==> src/rtl/uart_rx_mmio_pkg.sv <==
// Shared defines, register map and payload types for uart_rx_mmio.
// Optional feature macro: UART_RX_PARITY_EN (even-parity bit after data bit 7).
`ifndef XLEN
`define XLEN 32
`endif
`ifndef ADDR_W
`define ADDR_W 32
`endif
`ifndef UART_DIV
`define UART_DIV 16
`endif
`ifndef IO_BASE_ADDR
`define IO_BASE_ADDR 32'h0000_1000
`endif
`ifndef IO_UART_RX_OFFSET
`define IO_UART_RX_OFFSET 32'h0000_0010
`endif
`ifndef IO_UART_RXSTAT_OFFSET
`define IO_UART_RXSTAT_OFFSET 32'h0000_0014
`endif
`ifndef RXSTAT_NE_BIT
`define RXSTAT_NE_BIT 0
`define RXSTAT_OVR_BIT 1
`define RXSTAT_FERR_BIT 2
`define RXSTAT_PERR_BIT 3
`define RXSTAT_OCC_LSB 4
`endif

package uart_rx_mmio_pkg;
  localparam int unsigned XLEN          = `XLEN;
  localparam int unsigned ADDR_W        = `ADDR_W;
  localparam int unsigned UART_DIV_DFLT = `UART_DIV;

  localparam logic [ADDR_W-1:0] RX_DATA_ADDR = ADDR_W'(`IO_BASE_ADDR + `IO_UART_RX_OFFSET);
  localparam logic [ADDR_W-1:0] RX_STAT_ADDR = ADDR_W'(`IO_BASE_ADDR + `IO_UART_RXSTAT_OFFSET);

  localparam int unsigned STAT_NE      = `RXSTAT_NE_BIT;
  localparam int unsigned STAT_OVR     = `RXSTAT_OVR_BIT;
  localparam int unsigned STAT_FERR    = `RXSTAT_FERR_BIT;
  localparam int unsigned STAT_PERR    = `RXSTAT_PERR_BIT;
  localparam int unsigned STAT_OCC_LSB = `RXSTAT_OCC_LSB;

  // RX_DATA read word: valid flag above the received byte
  typedef struct packed {
    logic [XLEN-10:0] pad;
    logic             valid;
    logic [7:0]       data;
  } rx_data_t;
endpackage

==> src/rtl/uart_rx_mmio_if.sv <==
// MMIO request/response bundle for uart_rx_mmio.
interface uart_rx_mmio_if;
  import uart_rx_mmio_pkg::*;

  logic              req;
  logic              we;
  logic [ADDR_W-1:0] addr;
  logic [XLEN-1:0]   wdata;
  logic [XLEN-1:0]   rdata;
  logic              ready;

  modport master (output req, we, addr, wdata, input rdata, ready);
  modport slave  (input req, we, addr, wdata, output rdata, ready);
endinterface

==> src/rtl/sync_fifo.sv <==
// Synchronous FIFO with occupancy counter; push into a full FIFO is accepted
// only when a pop happens in the same cycle.
module sync_fifo #(
  parameter int unsigned WIDTH = 8,
  parameter int unsigned DEPTH = 4,
  localparam int unsigned PTR_W = $clog2(DEPTH),
  localparam int unsigned CNT_W = PTR_W + 1
) (
  input  logic             clk,
  input  logic             rst_n,
  input  logic             i_push,
  input  logic             i_pop,
  input  logic [WIDTH-1:0] i_wdata,
  output logic [WIDTH-1:0] o_rdata_c,
  output logic             o_full_c,
  output logic             o_empty_c,
  output logic [CNT_W-1:0] o_count
);
  logic [WIDTH-1:0] r_mem [DEPTH];
  logic [PTR_W-1:0] r_wr_ptr;
  logic [PTR_W-1:0] r_rd_ptr;
  logic [CNT_W-1:0] r_count;
  logic             w_do_push;
  logic             w_do_pop;

  assign o_empty_c = (r_count == '0);
  assign o_full_c  = (r_count == CNT_W'(DEPTH));
  assign w_do_pop  = i_pop & ~o_empty_c;
  assign w_do_push = i_push & (~o_full_c | w_do_pop);
  assign o_rdata_c = r_mem[r_rd_ptr];
  assign o_count   = r_count;

  // Storage write
  always_ff @(posedge clk) begin
    if (w_do_push) r_mem[r_wr_ptr] <= i_wdata;
  end

  // Pointers wrap naturally (power-of-two depth); count tracks occupancy
  always_ff @(posedge clk) begin
    if (!rst_n) begin
      r_wr_ptr <= '0;
      r_rd_ptr <= '0;
      r_count  <= '0;
    end else begin
      if (w_do_push) r_wr_ptr <= r_wr_ptr + PTR_W'(1);
      if (w_do_pop)  r_rd_ptr <= r_rd_ptr + PTR_W'(1);
      case ({w_do_push, w_do_pop})
        2'b10:   r_count <= r_count + CNT_W'(1);
        2'b01:   r_count <= r_count - CNT_W'(1);
        default: r_count <= r_count;
      endcase
    end
  end
endmodule

==> src/rtl/uart_rx_mmio.sv <==
// UART receiver with receive FIFO and MMIO RX_DATA / RX_STAT registers.
// Optional feature macro: UART_RX_PARITY_EN.
module uart_rx_mmio
  import uart_rx_mmio_pkg::*;
#(
  parameter int unsigned UART_DIV   = UART_DIV_DFLT,
  parameter int unsigned FIFO_DEPTH = 4
) (
  input  logic clk,
  input  logic rst_n,
  input  logic uart_rx,
  uart_rx_mmio_if.slave mmio
);
  localparam int unsigned CNT_W  = $clog2(UART_DIV);
  localparam int unsigned FCNT_W = $clog2(FIFO_DEPTH) + 1;

  localparam logic [2:0] ST_IDLE   = 3'd0;
  localparam logic [2:0] ST_START  = 3'd1;
  localparam logic [2:0] ST_DATA   = 3'd2;
  localparam logic [2:0] ST_STOP   = 3'd3;
`ifdef UART_RX_PARITY_EN
  localparam logic [2:0] ST_PARITY = 3'd4;
`endif

  logic              r_sync1, r_sync2, r_hist;
  logic              w_line, w_start_edge, w_cnt_zero;
  logic [2:0]        r_state, w_state_nxt;
  logic [CNT_W-1:0]  r_cnt, w_cnt_nxt;
  logic [2:0]        r_bit_idx, w_bit_nxt;
  logic [7:0]        r_shift, w_shift_nxt;
  logic              r_par_bad, w_par_bad_nxt;
  logic              w_push, w_ferr_set, w_perr_set;
  logic              r_ovr, r_ferr, r_perr;
  logic              w_rd, w_wr, w_hit_data, w_hit_stat, w_pop, w_ovr_set;
  logic              w_clr_ovr, w_clr_ferr, w_clr_perr;
  logic [7:0]        w_fifo_rdata;
  logic              w_full, w_empty;
  logic [FCNT_W-1:0] w_fifo_count;
  logic [31:0]       w_count_ext;
  logic [3:0]        w_occ;
  rx_data_t          w_rx_word;
  logic [XLEN-1:0]   w_rdata_nxt, r_rdata;
  logic              w_unused;

  assign w_line       = r_sync2;
  assign w_start_edge = r_hist & ~r_sync2;
  assign w_cnt_zero   = (r_cnt == '0);

  // Line synchronizer plus history flop for start-edge detection
  always_ff @(posedge clk) begin
    if (!rst_n) begin
      r_sync1 <= 1'b1;
      r_sync2 <= 1'b1;
      r_hist  <= 1'b1;
    end else begin
      r_sync1 <= uart_rx;
      r_sync2 <= r_sync1;
      r_hist  <= r_sync2;
    end
  end

  // Receiver state and datapath registers
  always_ff @(posedge clk) begin
    if (!rst_n) begin
      r_state   <= ST_IDLE;
      r_cnt     <= '0;
      r_bit_idx <= '0;
      r_shift   <= '0;
      r_par_bad <= 1'b0;
    end else begin
      r_state   <= w_state_nxt;
      r_cnt     <= w_cnt_nxt;
      r_bit_idx <= w_bit_nxt;
      r_shift   <= w_shift_nxt;
      r_par_bad <= w_par_bad_nxt;
    end
  end

  // Next-state logic: mid-bit sampling driven by the bit-time counter
  always_comb begin
    w_state_nxt   = r_state;
    w_cnt_nxt     = r_cnt;
    w_bit_nxt     = r_bit_idx;
    w_shift_nxt   = r_shift;
    w_par_bad_nxt = r_par_bad;
    w_push        = 1'b0;
    w_ferr_set    = 1'b0;
    w_perr_set    = 1'b0;
    case (r_state)
      ST_IDLE: begin
        if (w_start_edge) begin
          w_state_nxt   = ST_START;
          w_cnt_nxt     = CNT_W'(UART_DIV / 2 - 1);
          w_par_bad_nxt = 1'b0;
        end
      end
      ST_START: begin
        if (!w_cnt_zero) w_cnt_nxt = r_cnt - CNT_W'(1);
        else if (!w_line) begin
          w_state_nxt = ST_DATA;
          w_cnt_nxt   = CNT_W'(UART_DIV - 1);
          w_bit_nxt   = '0;
        end else w_state_nxt = ST_IDLE;
      end
      ST_DATA: begin
        if (!w_cnt_zero) w_cnt_nxt = r_cnt - CNT_W'(1);
        else begin
          w_shift_nxt = {w_line, r_shift[7:1]};
          w_cnt_nxt   = CNT_W'(UART_DIV - 1);
          if (r_bit_idx == 3'd7) begin
`ifdef UART_RX_PARITY_EN
            w_state_nxt = ST_PARITY;
`else
            w_state_nxt = ST_STOP;
`endif
          end else w_bit_nxt = r_bit_idx + 3'd1;
        end
      end
`ifdef UART_RX_PARITY_EN
      ST_PARITY: begin
        if (!w_cnt_zero) w_cnt_nxt = r_cnt - CNT_W'(1);
        else begin
          if (w_line != ^r_shift) begin
            w_par_bad_nxt = 1'b1;
            w_perr_set    = 1'b1;
          end
          w_cnt_nxt   = CNT_W'(UART_DIV - 1);
          w_state_nxt = ST_STOP;
        end
      end
`endif
      ST_STOP: begin
        if (!w_cnt_zero) w_cnt_nxt = r_cnt - CNT_W'(1);
        else begin
          w_state_nxt = ST_IDLE;
          if (w_line) w_push = ~r_par_bad;
          else        w_ferr_set = 1'b1;
        end
      end
      default: w_state_nxt = ST_IDLE;
    endcase
  end

  sync_fifo #(.WIDTH(8), .DEPTH(FIFO_DEPTH)) u_fifo (
    .clk       (clk),
    .rst_n     (rst_n),
    .i_push    (w_push),
    .i_pop     (w_pop),
    .i_wdata   (r_shift),
    .o_rdata_c (w_fifo_rdata),
    .o_full_c  (w_full),
    .o_empty_c (w_empty),
    .o_count   (w_fifo_count)
  );

  assign mmio.ready = mmio.req;
  assign w_rd       = mmio.req & ~mmio.we;
  assign w_wr       = mmio.req & mmio.we;
  assign w_hit_data = (mmio.addr == RX_DATA_ADDR);
  assign w_hit_stat = (mmio.addr == RX_STAT_ADDR);
  assign w_pop      = w_rd & w_hit_data & ~w_empty;
  assign w_ovr_set  = w_push & w_full & ~w_pop;
  assign w_clr_ovr  = w_wr & w_hit_stat & mmio.wdata[STAT_OVR];
  assign w_clr_ferr = w_wr & w_hit_stat & mmio.wdata[STAT_FERR];
  assign w_clr_perr = w_wr & w_hit_stat & mmio.wdata[STAT_PERR];
  assign w_unused   = ^{mmio.wdata[XLEN-1:STAT_PERR+1], mmio.wdata[STAT_NE]};

  assign w_count_ext = 32'(w_fifo_count);
  assign w_occ       = (w_count_ext > 32'd15) ? 4'd15 : w_count_ext[3:0];
  assign w_rx_word   = '{pad: '0, valid: 1'b1, data: w_fifo_rdata};

  // Read data mux; unmapped or empty RX_DATA reads return zero
  always_comb begin
    w_rdata_nxt = '0;
    if (w_hit_data) begin
      if (!w_empty) w_rdata_nxt = w_rx_word;
    end else if (w_hit_stat) begin
      w_rdata_nxt[STAT_NE]            = ~w_empty;
      w_rdata_nxt[STAT_OVR]           = r_ovr;
      w_rdata_nxt[STAT_FERR]          = r_ferr;
      w_rdata_nxt[STAT_PERR]          = r_perr;
      w_rdata_nxt[STAT_OCC_LSB +: 4]  = w_occ;
    end
  end

  // Sticky flags (set wins over W1C) and registered read data
  always_ff @(posedge clk) begin
    if (!rst_n) begin
      r_ovr   <= 1'b0;
      r_ferr  <= 1'b0;
      r_perr  <= 1'b0;
      r_rdata <= '0;
    end else begin
      r_ovr  <= w_ovr_set  | (r_ovr  & ~w_clr_ovr);
      r_ferr <= w_ferr_set | (r_ferr & ~w_clr_ferr);
      r_perr <= w_perr_set | (r_perr & ~w_clr_perr);
      if (w_rd) r_rdata <= w_rdata_nxt;
    end
  end

  assign mmio.rdata = r_rdata;
endmodule

==> src/flat_wrapper.sv <==
// flat-port wrapper written by rule: the top's interface ports become plain ports
module uart_rx_mmio_flat import uart_rx_mmio_pkg::*;
#(
  parameter int unsigned UART_DIV   = UART_DIV_DFLT,
  parameter int unsigned FIFO_DEPTH = 4
)
  (clk, rst_n, uart_rx, mmio_req, mmio_we, mmio_addr, mmio_wdata, mmio_rdata, mmio_ready);
  uart_rx_mmio_if mmio_i ();
  input  logic clk;
  input  logic rst_n;
  input  logic uart_rx;
  input wire logic [$bits(mmio_i.req)-1:0] mmio_req;
  input wire logic [$bits(mmio_i.we)-1:0] mmio_we;
  input wire logic [$bits(mmio_i.addr)-1:0] mmio_addr;
  input wire logic [$bits(mmio_i.wdata)-1:0] mmio_wdata;
  output wire logic [$bits(mmio_i.rdata)-1:0] mmio_rdata;
  output wire logic [$bits(mmio_i.ready)-1:0] mmio_ready;
  assign mmio_i.req = mmio_req;
  assign mmio_i.we = mmio_we;
  assign mmio_i.addr = mmio_addr;
  assign mmio_i.wdata = mmio_wdata;
  assign mmio_rdata = mmio_i.rdata;
  assign mmio_ready = mmio_i.ready;
  uart_rx_mmio #(.UART_DIV(UART_DIV), .FIFO_DEPTH(FIFO_DEPTH)) u_core (.clk(clk), .rst_n(rst_n), .uart_rx(uart_rx), .mmio(mmio_i));
endmodule
==> config.mk <==
export PLATFORM = sky130hd
export DESIGN_NAME = uart_rx_mmio_flat
export DESIGN_NICKNAME = d
export VERILOG_FILES = /design/src/rtl/uart_rx_mmio_pkg.sv /design/src/rtl/uart_rx_mmio_if.sv /design/src/rtl/sync_fifo.sv /design/src/rtl/uart_rx_mmio.sv /design/src/flat_wrapper.sv
export SDC_FILE = /design/constraint.sdc
export NUM_CORES = 1
export LEC_CHECK = 0
export BUFFER_PORTS_ARGS = -buffer_cell sky130_fd_sc_hd__buf_4
export CAP_MARGIN = 10
export CELL_PAD_IN_SITES_DETAIL_PLACEMENT = 1
export CELL_PAD_IN_SITES_GLOBAL_PLACEMENT = 2
export CORE_MARGIN = 8
export CORE_UTILIZATION = 33
export CTS_BUF_LIST = sky130_fd_sc_hd__clkbuf_4
export DETAILED_ROUTE_END_ITERATION = 12
export PLACE_DENSITY = 0.8
export SLEW_MARGIN = 0
export SYNTH_ARGS = -nofsm -noshare
export SYNTH_HDL_FRONTEND = slang
export SYNTH_SLANG_ARGS = --single-unit
export TNS_END_PERCENT = 1
==> constraint.sdc <==
create_clock -name clk -period 3.83 [get_ports clk]
set_input_delay 1.149 -clock clk [delete_from_list [all_inputs] [get_ports clk]]
set_output_delay 1.149 -clock clk [all_outputs]
set_load 0.02 [all_outputs]
Yosys cells after proc, flatten, opt, wreduce, memory -nomap -nowiden --
Memory sizes are Yosys's and may differ from the RTL's. A register that Yosys moved wholly into a read port is not among the register bits. Cells that the tools add are included.
Storage, ports and cells: bits in registers 63, output and inout port bits 33, memories 1, logic and storage cells 111, bits in writable memories 32, input port bits 69
Operators by class: equal/unequal tests 18, $add $sub $neg 6, reductions and logical operators 10, bitwise logic cells 27, mux-type cells 34, $lt $le $gt $ge 1
Memory list:
- u_core.u_fifo.r_mem | depth 4, bits a word 8, rd ports 1, clocked after Yosys merged registers in 1, write ports 1, RTL line sync_fifo.sv:19 | logic [WIDTH-1:0] r_mem [DEPTH];
Operator list (number):
- 32-bit by 13-bit == test with 1-bit output (second input constant) | 2
- 3-bit two-way mux | 9
- 4-bit two-way mux | 6
- 1-bit AND | 16
- 8-bit two-way mux | 2
- 4-bit case mux with 4 select lines | 1
- 3-bit case mux with 2 select lines | 2
- 3-bit case mux with 4 select lines | 1
- 2-bit by 1-bit inequality test with 1-bit output (second input constant) | 5
- 5-bit AND reduction | 2
- 1-bit two-way mux | 9
- 9-bit two-way mux | 1
- 1-bit inverter | 8
- 3-bit by 1-bit adder with 3-bit output (second input constant) | 2
- 3-bit by 2-bit == test with 1-bit output (second input constant) | 2
- 3-bit == test (second input constant) | 2
- 3-bit zero test | 2
- 2-bit two-way mux | 3
- 2-bit inequality test (second input constant) | 3
- 2-bit by 1-bit adder with 2-bit output (second input constant) | 2
- 3-bit by 4-bit > comparator with 1-bit output (second input constant) | 1
- 4-bit zero test | 1
- 4-bit AND reduction | 1
- 2-bit nonzero test | 2
- 9 further kinds | 11

Logic depth before layout (Yosys ltp) --
depth in word-level cells 9, gate-level depth with buffers 9, mapped depth without buffers 9

Modules after synthesis --
From an unflattened synthesis, not the netlist that was laid out.
Second synthesis, totals: cell total of the unflattened synthesis 317, area, all modules 3484.6 um^2
Modules (own cells, without submodules):
- uart_rx_mmio | cells each 215, instances 1, sequential area each 640.6 um^2, area an instance 1785.5 um^2
- sync_fifo | cells each 102, instances 1, sequential area each 1141.1 um^2, area an instance 1699.1 um^2

Worst setup path after synthesis --
Ideal clock, no wire load.
path kind input -> register, start input mmio_addr[18], end register u_core.u_fifo.r_count[2] (netlist: u_core.u_fifo.o_count[2]), library setup time 72 ps, data required time 3758 ps, arrival 3266 ps, buffers on the path 1, slack 493 ps, stages 9, cell sequence nor4_2 > nand4_2 > nor3_4 > buf_6 > nand2_1 > fa_1 > or3_1 > mux2i_1 > mux2i_1
On the way: longest elaborated chain between the ends 8
Ends and longest elaborated chain:
- start: declaration | RTL line flat_wrapper.sv:14 | input wire logic [$bits(mmio_i.addr)-1:0] mmio_addr;
- 32-bit by 13-bit == test with 1-bit output (*) | RTL line uart_rx_mmio.sv:159 | assign w_hit_data = (mmio.addr == RX_DATA_ADDR);
- 1-bit AND (*) (2 in series) | RTL line uart_rx_mmio.sv:161 | assign w_pop = w_rd & w_hit_data & ~w_empty;
- 1-bit AND (*) | RTL line sync_fifo.sv:28 | assign w_do_pop = i_pop & ~o_empty_c;
- 1-bit OR | RTL line sync_fifo.sv:29 | assign w_do_push = i_push & (~o_full_c | w_do_pop);
- 1-bit AND | RTL line sync_fifo.sv:29
- 2-bit by 1-bit == test with 1-bit output or 2-bit == test (tied branches) | RTL line sync_fifo.sv:47 | case ({w_do_push, w_do_pop})
- 3-bit case mux with 2 select lines or 2-bit nonzero test (tied branches)
- end signal: assignment | RTL line sync_fifo.sv:48 | 2'b10: r_count <= r_count + CNT_W'(1);
- end signal: assignment | RTL line sync_fifo.sv:49 | 2'b01: r_count <= r_count - CNT_W'(1);
- end signal: assignment | RTL line sync_fifo.sv:50 | default: r_count <= r_count;
- end: declaration | RTL line sync_fifo.sv:22 | logic [CNT_W-1:0] r_count;
Mark *: on every way between the ends. The rest lies on a longest branch, timed or not. A chain may end at the register's enable or synchronous reset.

Worst setup path in the final report --
start input mmio_addr[26], end register u_core.u_fifo.r_count[2] (netlist: u_core.u_fifo.o_count[2])
Same word-level chain as after synthesis.

==> results.cfg <==
[run_status]
status = finished clean

[place]
dpl.hpwl_um = 5740
placedInstanceArea_mm2 = 0.00384
routabilityCongestion = 0.723
io_buffer_count = 49
pre_cts_ws_ns = 0.372

[power_and_ir_drop]
p_leak_nw = 1.50
p_per_area_mw_per_mm2 = 381
peakVddDrop_uv = 204

[routing]
drtPass1Iterations = 4
vias = 2332
drt_wl_total_um = 7510
ant_nets = 0
drc = 0
first_iter_violations = 141
vias_per_cell = 4.72
wl_per_cell_um = 15.2

[clocking]
cts_tree = done
clk_pin_slew_ns = 0.12
cts_buffers = 9
cts_resized = 0
cts_setup_buffers = 0
htreeDepth = 3
postCtsHoldBufs = 0
cts_root_buf = clkbuf_4
clock_path_buffers = 2
cts.sinks = 73
clkLatencyLatePin_ns = 0.40

[sta]
setup-tns-final_ns = 0
maxSlewHeadroom_pct = 39.9
layout_worst_path_cycle_share_pct = 78.3
clock_skew_ns = 0.0237
final_hold_viol_count = 0
fin_crit_ns = 3.00
finalSetupViolations = 0
hold_slack_ns = 0.441
max_freq_ghz = 0.333
slew_violations = 0
tightest_slew_ns = 0.902
rsz0062_at_grt = false
fin_ws_ns = 0.831

[synthesis]
synth_area_leaders = edfxtp_1 28%, dfxtp_1 24%, buf_4 5.5%, mux4_2 5.3%, ha_1 4.7%
synth_edf_count = 32
async_flop_share_pct = 0
ys_types = 46
ys_seq_area_share_pct = 52.0
synthesis.area_mm2 = 0.00343
ys_ff_latch = 73
synth_area_per_cell_um2 = 11.4
postSynthCellCount = 301
synth_flop_cell = dfxtp_1
synth_warnings = 0
synth_area_leader_cell = edfxtp_1
synth_top_area_share_pct = 28.0

[critical_path]
crit_fanout = 5
crit_path_start_kind = primary input
critPathKind = in2reg
worstSetupEndpointType = flop
critPathArrivalTime_ns = 3.34
cp.required_ns = 4.17
r2r_slack_ns = 1.33

[cells_and_area]
finalNetCount = 436
fin_area_mm2 = 0.00397
diodes = 0
area_delta_synth_final_pct = 15.8
final_cell_mix = 52 x buf_4, 41 x dfxtp_1, 38 x nand2_1
mostFrequentLayoutCell = buf_4
drive_above_1_share_pct = 24.3

[global_route]
grt_pass1_wl_um = 12300
antenna_found_initial = 0
grt_usage_pct = 10.9
grt_pass1_vias = 2422
overflow = 0
grt_max_degree = 18

[floorplan]
die_y_um = 118
rows = 37
core_area_mm2 = 0.0102
die_w_um = 118
dieArea_mm2 = 0.0139
initial_core_util_pct = 33.7
io_pins = 102

[min_path]
hold_class = reg2reg

[job]
maxCapViolations = 0
==> final cells by class <==
class                   count  area, µm²
inverters                  11       41.3
well taps                 136        170
multi-input cells         206       1460
clock buffers              10       75.1
fillers                  1161       6220
clock inverters             6       48.8
repair buffers             52        390
flip-flops and latches     73       1780
==> kinds of logic after synthesis <==
logic type | Yosys count | synth area share (%)
buffers and inverters | 44 | 7.81
AOI/OAI and AO/OA | 46 | 9.16
adders and majority gates | 14 | 5.33
muxes | 14 | 7.01
xor gates and xnor gates | 3 | 0.767
DFF | 73 | 52.0
other | 1 | 0.109
and+or+nand+nor | 106 | 17.8
==> report_power, final <==
group | total [W] | internal, W | leakage (nW) | switching [W]
Combinational | 0.000224 | 0.0000966 | 0.809 | 0.000127
Clock | 0.000449 | 0.000197 | 0.0680 | 0.000252
Sequential | 0.000840 | 0.000820 | 0.628 | 0.0000197
==> layer usage <==
layer  vias to the layer above  track usage [%]  wire length (µm)
met3                         4             3.45               280
met2                        52             19.1              3850
met5                         -                0                 0
li1                       1146                -                 -
met4                         0             3.60                67
met1                      1130             12.2              3320
==> synth_stat cells, drive strengths merged, types with 2 or more instances <==
cell type / count
a21boi: 2
a21oi: 19
a222oi: 7
a22oi: 3
and2: 6
and3: 2
buf: 26
clkbuf: 7
dfxtp: 41
edfxtp: 32
ha: 13
inv: 11
mux2i: 6
mux4: 8
nand2: 38
nand2b: 7
nand3: 4
nand3b: 2
nand4: 2
nor2: 23
nor3: 4
nor4: 8
nor4b: 3
o21a: 2
o21ai: 5
o22ai: 2
or3: 3
xnor2: 3
==> worst max-delay path: stages <==
cell and delay, ns:
buf_4 0.11, nor4_2 0.28, nand4_2 0.24, nor3_4 0.33, nand2_1 0.11, fa_1 0.39
or3_1 0.38, mux2i_1 0.17, mux2i_1 0.19
==> per-stage QoR <==
stage | cells | total power, W | utilization, %
floorplan | 323 | 0.00103 | -
global placement | 478 | 0.00108 | 37.8
detailed placement | 478 | 0.00108 | 37.8
CTS | 494 | 0.00153 | 39.0
global route | 494 | 0.00159 | 39.0
finish | 494 | 0.00151 | 39.0
==> flip-flops by register name, summed over array words and instances, names as in the netlist, named ones only <==
register,cells
u_core.u_fifo.r_mem,32
u_core.mmio.rdata,9
u_core.r_shift,8
u_core.r_cnt,4
u_core.r_bit_idx,3
u_core.u_fifo.o_count,3
u_core.r_state,2
u_core.u_fifo.r_rd_ptr,2
u_core.u_fifo.r_wr_ptr,2
u_core.r_ferr,1
u_core.r_hist,1
u_core.r_ovr,1
u_core.r_perr,1
u_core.r_sync1,1
u_core.r_sync2,1
==> final timing paths <==
path	from	to	depth (start not counted)
min reg2reg	u_core.r_sync1$_SDFF_PN1_	u_core.r_sync2$_SDFF_PN1_	1
min	u_core.r_sync1$_SDFF_PN1_	u_core.r_sync2$_SDFF_PN1_	1
max	mmio_addr[26]	u_core.u_fifo.o_count[2]$_SDFFE_PN0P_	9
max reg2reg	u_core.r_cnt[0]$_SDFFE_PN0P_	u_core.u_fifo.r_mem[3][4]$_DFFE_PP_	6
(Power assumes the default switching activity.)
